### src/rtl/fp_11_14_pkg.sv
// Shared definitions for the 28-bit FloPoCo 11/14 float format used by the
// ray/box float datapath: field widths, exception codes, field positions and
// small helpers (word packing, less_or_equal compare).
package fp_11_14_pkg;

  localparam int unsigned WE   = 11;
  localparam int unsigned WF   = 14;
  localparam int unsigned BIAS = 1023;
  localparam int unsigned FP_W = WE + WF + 3;

  // Field positions inside a FloPoCo word
  localparam int unsigned EXC_HI  = 27;
  localparam int unsigned EXC_LO  = 26;
  localparam int unsigned SIGN    = 25;
  localparam int unsigned EXP_HI  = 24;
  localparam int unsigned EXP_LO  = 14;
  localparam int unsigned FRAC_HI = 13;
  localparam int unsigned FRAC_LO = 0;

  typedef enum logic [1:0] {
    EXC_ZERO   = 2'b00,
    EXC_NORMAL = 2'b01,
    EXC_INF    = 2'b10,
    EXC_NAN    = 2'b11
  } exc_e;

  typedef struct packed {
    exc_e            exc;
    logic            sign;
    logic [WE-1:0]   exp;
    logic [WF-1:0]   frac;
  } fp_word_t;

  // Build a normal number from its fields
  function automatic fp_word_t fp_pack(input logic          sign,
                                       input logic [WE-1:0] exp,
                                       input logic [WF-1:0] frac);
    fp_word_t w;
    w.exc  = EXC_NORMAL;
    w.sign = sign;
    w.exp  = exp;
    w.frac = frac;
    return w;
  endfunction

  // a <= b; any NaN operand compares false, +0 and -0 are equal.
  // {exc, exp, frac} orders zero < normal < inf, so magnitudes compare as
  // plain unsigned once zero payloads are forced to 0.
  function automatic logic fp_less_or_equal(input fp_word_t a,
                                            input fp_word_t b);
    logic [WE+WF+1:0] mag_a;
    logic [WE+WF+1:0] mag_b;
    logic             neg_a;
    logic             neg_b;
    logic             le;
    mag_a = (a.exc == EXC_ZERO) ? '0 : {a.exc, a.exp, a.frac};
    mag_b = (b.exc == EXC_ZERO) ? '0 : {b.exc, b.exp, b.frac};
    neg_a = a.sign & (a.exc != EXC_ZERO);
    neg_b = b.sign & (b.exc != EXC_ZERO);
    if ((a.exc == EXC_NAN) || (b.exc == EXC_NAN)) begin
      le = 1'b0;
    end else if (neg_a != neg_b) begin
      le = neg_a;
    end else if (neg_a) begin
      le = (mag_a >= mag_b);
    end else begin
      le = (mag_a <= mag_b);
    end
    return le;
  endfunction

endpackage

### src/rtl/lzc_n.sv
// Parameterised leading-zero counter.
// Ports:
//   in_vec  W-bit vector to scan from the MSB
//   count   number of leading zeros; an all-zero vector gives W
module lzc_n #(
  parameter int unsigned W  = 32,
  parameter int unsigned CW = $clog2(W) + 1
) (
  input  logic [W-1:0]  in_vec,
  output logic [CW-1:0] count
);

  logic found;

  // Priority scan from the MSB; first set bit fixes the count
  always_comb begin
    count = CW'(W);
    found = 1'b0;
    for (int i = int'(W) - 1; i >= 0; i--) begin
      if (!found && in_vec[i]) begin
        count = CW'(int'(W) - 1 - i);
        found = 1'b1;
      end
    end
  end

endmodule

### src/rtl/fix_to_fp_11_14.sv
// Pipelined signed fixed-point to FloPoCo 11/14 float encoder.
// Three register stages (magnitude, normalise, round/pack), valid/ready on
// both sides, round-to-nearest-even. A word accepted on a clock edge is
// presented on out_valid/out_data after the third edge counting that one.
// Optional feature: define FIX2FP_INEXACT_EN to carry a guard|sticky flag on
// out_inexact; otherwise out_inexact is tied to 0.
// Ports:
//   clk, rst      clock, asynchronous active-low reset
//   in_valid      input word valid
//   in_ready      combinational: pipeline can advance this cycle
//   in_data       IN_W-bit signed fixed point, FRAC_BITS fractional bits
//   out_valid     output word valid
//   out_ready     downstream accepts output
//   out_data      FloPoCo word {exc[1:0], sign, exp[WE-1:0], frac[WF-1:0]}
//   out_inexact   rounding discarded nonzero bits
module fix_to_fp_11_14 #(
  parameter int unsigned IN_W      = 32,
  parameter int unsigned FRAC_BITS = 0,
  parameter int unsigned WE        = 11,
  parameter int unsigned WF        = 14
) (
  input  logic                clk,
  input  logic                rst,
  input  logic                in_valid,
  output logic                in_ready,
  input  logic [IN_W-1:0]     in_data,
  output logic                out_valid,
  input  logic                out_ready,
  output logic [WE+WF+2:0]    out_data,
  output logic                out_inexact
);

  import fp_11_14_pkg::BIAS;
  import fp_11_14_pkg::fp_pack;

  localparam int unsigned OUT_W    = WE + WF + 3;
  localparam int unsigned LZ_W     = $clog2(IN_W) + 1;
  localparam int unsigned EXT_W    = IN_W + WF + 1;
  localparam int unsigned EXP_BASE = BIAS + IN_W - 1 - FRAC_BITS;

  // Stage 1: sign / magnitude
  logic              s1_valid_q, s1_valid_d;
  logic              s1_sign_q,  s1_sign_d;
  logic [IN_W-1:0]   s1_mag_q,   s1_mag_d;
  // Stage 2: normalised magnitude / raw exponent
  logic              s2_valid_q, s2_valid_d;
  logic              s2_sign_q,  s2_sign_d;
  logic [IN_W-1:0]   s2_norm_q,  s2_norm_d;
  logic [WE-1:0]     s2_exp_q,   s2_exp_d;
  // Stage 3: packed output word
  logic              out_valid_q, out_valid_d;
  logic [OUT_W-1:0]  out_data_q,  out_data_d;
`ifdef FIX2FP_INEXACT_EN
  logic              out_inexact_q, out_inexact_d;
  logic              inexact_c;
`endif

  logic              en_c;
  logic [LZ_W-1:0]   lz_c;
  logic [EXT_W-1:0]  ext_c;
  logic [WF-1:0]     frac_t_c;
  logic              guard_c;
  logic              sticky_c;
  logic              round_up_c;
  logic [WF:0]       frac_sum_c;
  logic [WE-1:0]     exp_r_c;
  logic [OUT_W-1:0]  word_c;

  // Whole pipeline advances together unless a valid output is stalled
  assign en_c     = out_ready | ~out_valid_q;
  assign in_ready = en_c;

  lzc_n #(
    .W  (IN_W),
    .CW (LZ_W)
  ) u_lzc (
    .in_vec (s1_mag_q),
    .count  (lz_c)
  );

  // Rounding on the normalised magnitude. The leading 1 sits at the MSB and
  // is dropped; zero-padding covers IN_W narrower than the fraction.
  always_comb begin
    ext_c      = {s2_norm_q[IN_W-2:0], (WF+2)'(0)};
    frac_t_c   = ext_c[EXT_W-1 -: WF];
    guard_c    = ext_c[EXT_W-1-WF];
    sticky_c   = |ext_c[EXT_W-2-WF:0];
    round_up_c = guard_c & (sticky_c | frac_t_c[0]);
    frac_sum_c = {1'b0, frac_t_c} + (WF+1)'(round_up_c);
    // Carry-out leaves the fraction at 0 and bumps the exponent
    exp_r_c    = s2_exp_q + WE'(frac_sum_c[WF]);
    // A clear MSB after normalisation means the magnitude was zero
    word_c     = s2_norm_q[IN_W-1]
                 ? OUT_W'(fp_pack(s2_sign_q, exp_r_c, frac_sum_c[WF-1:0]))
                 : '0;
`ifdef FIX2FP_INEXACT_EN
    inexact_c  = guard_c | sticky_c;
`endif
  end

  // Next state for all stages: hold by default, shift when enabled
  always_comb begin
    s1_valid_d  = s1_valid_q;
    s1_sign_d   = s1_sign_q;
    s1_mag_d    = s1_mag_q;
    s2_valid_d  = s2_valid_q;
    s2_sign_d   = s2_sign_q;
    s2_norm_d   = s2_norm_q;
    s2_exp_d    = s2_exp_q;
    out_valid_d = out_valid_q;
    out_data_d  = out_data_q;
`ifdef FIX2FP_INEXACT_EN
    out_inexact_d = out_inexact_q;
`endif
    if (en_c) begin
      s1_valid_d  = in_valid;
      s1_sign_d   = in_data[IN_W-1];
      // Unsigned magnitude; -2^(IN_W-1) maps onto its own bit pattern exactly
      s1_mag_d    = in_data[IN_W-1] ? (~in_data + IN_W'(1)) : in_data;
      s2_valid_d  = s1_valid_q;
      s2_sign_d   = s1_sign_q;
      s2_norm_d   = s1_mag_q << lz_c;
      s2_exp_d    = WE'(EXP_BASE) - WE'(lz_c);
      out_valid_d = s2_valid_q;
      out_data_d  = word_c;
`ifdef FIX2FP_INEXACT_EN
      out_inexact_d = inexact_c;
`endif
    end
  end

  // Pipeline registers
  always_ff @(posedge clk or negedge rst) begin
    if (!rst) begin
      s1_valid_q  <= 1'b0;
      s1_sign_q   <= 1'b0;
      s1_mag_q    <= '0;
      s2_valid_q  <= 1'b0;
      s2_sign_q   <= 1'b0;
      s2_norm_q   <= '0;
      s2_exp_q    <= '0;
      out_valid_q <= 1'b0;
      out_data_q  <= '0;
`ifdef FIX2FP_INEXACT_EN
      out_inexact_q <= 1'b0;
`endif
    end else begin
      s1_valid_q  <= s1_valid_d;
      s1_sign_q   <= s1_sign_d;
      s1_mag_q    <= s1_mag_d;
      s2_valid_q  <= s2_valid_d;
      s2_sign_q   <= s2_sign_d;
      s2_norm_q   <= s2_norm_d;
      s2_exp_q    <= s2_exp_d;
      out_valid_q <= out_valid_d;
      out_data_q  <= out_data_d;
`ifdef FIX2FP_INEXACT_EN
      out_inexact_q <= out_inexact_d;
`endif
    end
  end

  assign out_valid = out_valid_q;
  assign out_data  = out_data_q;
`ifdef FIX2FP_INEXACT_EN
  assign out_inexact = out_inexact_q;
`else
  assign out_inexact = 1'b0;
`endif

endmodule

### config.mk
export PLATFORM = sky130hd
export DESIGN_NAME = fix_to_fp_11_14
export DESIGN_NICKNAME = d
export VERILOG_FILES = /design/src/rtl/fp_11_14_pkg.sv /design/src/rtl/lzc_n.sv /design/src/rtl/fix_to_fp_11_14.sv
export SDC_FILE = /design/constraint.sdc
export NUM_CORES = 1
export LEC_CHECK = 0
export BUFFER_PORTS_ARGS = -buffer_cell sky130_fd_sc_hd__buf_2
export CORE_MARGIN = 8
export CORE_UTILIZATION = 49
export DETAILED_ROUTE_END_ITERATION = 12
export HOLD_SLACK_MARGIN = 0.05
export PLACE_DENSITY_LB_ADDON = 0.2
export SYNTH_ARGS = -nofsm -noshare
export SYNTH_HDL_FRONTEND = slang
export SYNTH_SLANG_ARGS = --single-unit
export TNS_END_PERCENT = 50
### constraint.sdc
create_clock -name clk -period 4.6 [get_ports clk]
set_input_delay 0.92 -clock clk [delete_from_list [all_inputs] [get_ports clk]]
set_output_delay 0.92 -clock clk [all_outputs]
set_load 0.01 [all_outputs]
==> results.ini <==
[finish]
final_nets = 958
area_growth_pct = 9.16
antenna_cells = 0
fin_util_pct = 54.8
drive_above_1_share_pct = 12.7

[critical_path]
start_kind = flop
cp_max_fo = 25
cp-end-kind = flop
crit_arrival_ps = 4390
path_class = flop to flop
crit_required_ps = 4850

[grt]
met2_usage_pct = 30.9
use_met3_pct = 3.46
grt_use_total_pct = 20.4
grt_pass1_wl_um = 32700
grt_pass1_vias = 6328
grt_max_degree = 143
grt_overflow = 0
antenna_found_initial = 0
grt-busiest-layer = met2
grt_use_met1_pct = 27.7

[cts]
cts.sinks = 107
postCtsResizedCells = 0
cts-root-buf = clkbuf_16
cts_max_path_buffers = 2
cts_buffers = 9
cts_tree = built
htreeDepth = 3
postCtsSetupBuffers = 0
path_clk_slew_ps = 70
insertion_delay_ps = 360
ctsHoldBuffers = 0

[synthesis]
ys.flop_type = dfrtp_1
ys_ff_latch = 107
avgSynthCellArea_um2 = 8.23
netlist-cell-type-count = 83
synth_warnings = 0
synth_top_area_cell = dfrtp_1
yosysTopAreaCellShare_pct = 36.6
synth-edff-count = 0
synth.area.top_cells = dfrtp_1 (37%), nand2_1 (7.7%), o21ai_0 (6.0%)
ys_seq_area_share_pct = 36.6
async_flop_share_pct = 100
syn-cell-area_um2 = 7320
synthCells = 890

[floorplanning]
num_io_pins = 67
die_area_um2 = 19100
rows = 44
die-width_um = 138
core_area_um2 = 14600
start_util_pct = 50.2
die_h_um = 138

[route]
via_count = 6767
wire_per_inst_um = 18.0
drc = 0
drt_first_pass_iters = 8
drt-total-wl_um = 19800
postRouteAntennaNets = 0
initialDrtViolationCount = 650
vias_per_cell = 6.13

[place]
place_hpwl_um = 14800
port_buffers = 64
gp_congestion = 0.932
place_ws_ps = 498

[power_and_ir_drop]
swShare_pct = 45.3
clkPwrFrac_pct = 15.0
combPwrFrac_pct = 49.4
p_int_mw = 2.55
leakage_nw = 3.33
seq_power_share_pct = 35.6
p_per_area_nw_per_um2 = 583
ir_worst_vdd_v = 0.000264
p_switching_mw = 2.11

[sta]
setup_tns_ps = 0
period_minus_slack_ps = 4140
rsz0062_at_grt = no
worst_clock_skew_ps = 7.76
post-route-period-util_pct = 90.0
fin_ws_ps = 460
setup_viol = 0
tightest_slew_ps = 1080
hold_violations = 0
slew_headroom_pct = 28.2
slew_violations = 0
max_freq_mhz = 242

[flow_run]
maxCapViolCount = 0

[hold_path]
hp-class = flop to flop

[status]
outcome = finished, final reports clean

-- final cells by class --
type / count / area (µm²)
fillers: 1432 / 6590
multi-input cells: 703 / 4320
flip-flops and latches: 107 / 2680
repair buffers: 78 / 440
well taps: 184 / 230
clock buffers: 10 / 229
inverters: 18 / 72.6
clock inverters: 4 / 30.0
-- through the flow --
step	total power, mW	cell area, µm²	std cells	hold slack (ps)
after floorplan	3.26	7330	891	430
after global placement	3.92	7740	1090	441
after detailed placement	3.95	7740	1090	448
after CTS	4.66	8000	1104	464
after global routing	4.98	8000	1104	485
final	4.66	8000	1104	458
-- worst paths after layout --
check | from | endpoint | slack [ps] | cells after the start
worst max-delay path | s1_mag_q[23] | s2_norm_q[22] | 460 | 10
worst min-delay path | s2_valid_q | s2_valid_q | 460 | 2
worst max register to register | s1_mag_q[23] | s2_norm_q[22] | 460 | 10
worst min register to register | s2_valid_q | s2_valid_q | 460 | 2
max in group asynchronous | rst | s1_mag_q[29] | 3190 | 2
min in group asynchronous | rst | out_data[23] | 550 | 1
-- worst max-delay path, stage by stage (launching register included) --
cell      delay (ps)
dfrtp_1          440
or4_1            560
or3_4            380
or4_4            550
nand3_4          260
nor2_2           190
inv_2            330
mux2_2           420
a211oi_1         400
o21ai_1          120
a311o_1          370
-- Yosys cell counts, drive strengths merged (5+ instances only) --
cell type / number
and3: 8
xor2: 39
a21o: 6
nor2b: 5
nand4: 9
mux2: 7
o21ai: 105
o31ai: 16
ha: 5
clkbuf: 40
nand2b: 6
and2: 10
mux2i: 13
xnor2: 14
a211o: 7
nor4: 21
nor2: 50
a211oi: 6
or3: 11
dfrtp: 107
a221o: 8
nand3: 41
o211ai: 14
buf: 23
a32oi: 5
or4: 7
nand2: 150
a22o: 9
nor3: 17
a32o: 5
o41ai: 6
inv: 17
a21oi: 38
a31oi: 6
-- state kept, by name, summed over array words and instances (netlist names) --
name	flops
s1_mag_q	32
s2_norm_q	32
out_data	27
s2_exp_q	11
out_valid	1
s1_sign_q	1
s1_valid_q	1
s2_sign_q	1
s2_valid_q	1
-- cells by family (layout without fill, tap and decap cells) --
logic type / Yosys count / count (layout) / synth area share, %
muxes: 20 / 20 / 2.90
buffers and inverters: 81 / 110 / 4.90
AOI/OAI and AO/OA: 278 / 278 / 25.6
and+or+nand+nor: 345 / 345 / 22.8
DFF: 107 / 107 / 36.6
other: 1 / 2 / 0.0512
adders and majority gates: 5 / 5 / 0.854
xor gates and xnor gates: 53 / 53 / 6.34
-- cells in the final DEF (no fill, tap or decap), drive strengths merged, types with 4 or more instances in the layout --
cell type	Yosys	final
inv	17	17
nor4	21	21
nand3	41	41
a31oi	6	6
nor2	50	50
clkbuf	40	10
clkinv	1	4
buf	23	78
o21ai	105	105
nor2b	5	5
or3	11	11
a22o	9	9
a211oi	6	6
nand4	9	9
and2	10	10
nand2	150	150
a21o	6	6
and3	8	8
a221o	8	8
o31a	4	4
o21a	4	4
xnor2	14	14
o31ai	16	16
a32oi	5	5
dfrtp	107	107
mux2i	13	13
nand2b	6	6
or4	7	7
mux2	7	7
nor3	17	17
a21oi	38	38
ha	5	5
o41ai	6	6
o211ai	14	14
a32o	5	5
a211o	7	7
xor2	39	39
-- power groups by stage --
stage	clock, mW	sequential [mW]	combinational [mW]
final	0.701	1.66	2.31
after detailed placement	0	1.67	2.28
after floorplan	0	1.57	1.68
after CTS	0.723	1.66	2.29
after global routing	0.753	1.71	2.52
after global placement	0	1.65	2.27
-- per-layer routing --
layer  wire (µm)  vias up
li1            -     3324
met1        9150     3159
met2        8830      244
met3        1200       40
met4         668        0
met5           0        -
(Power assumes the default switching activity.)
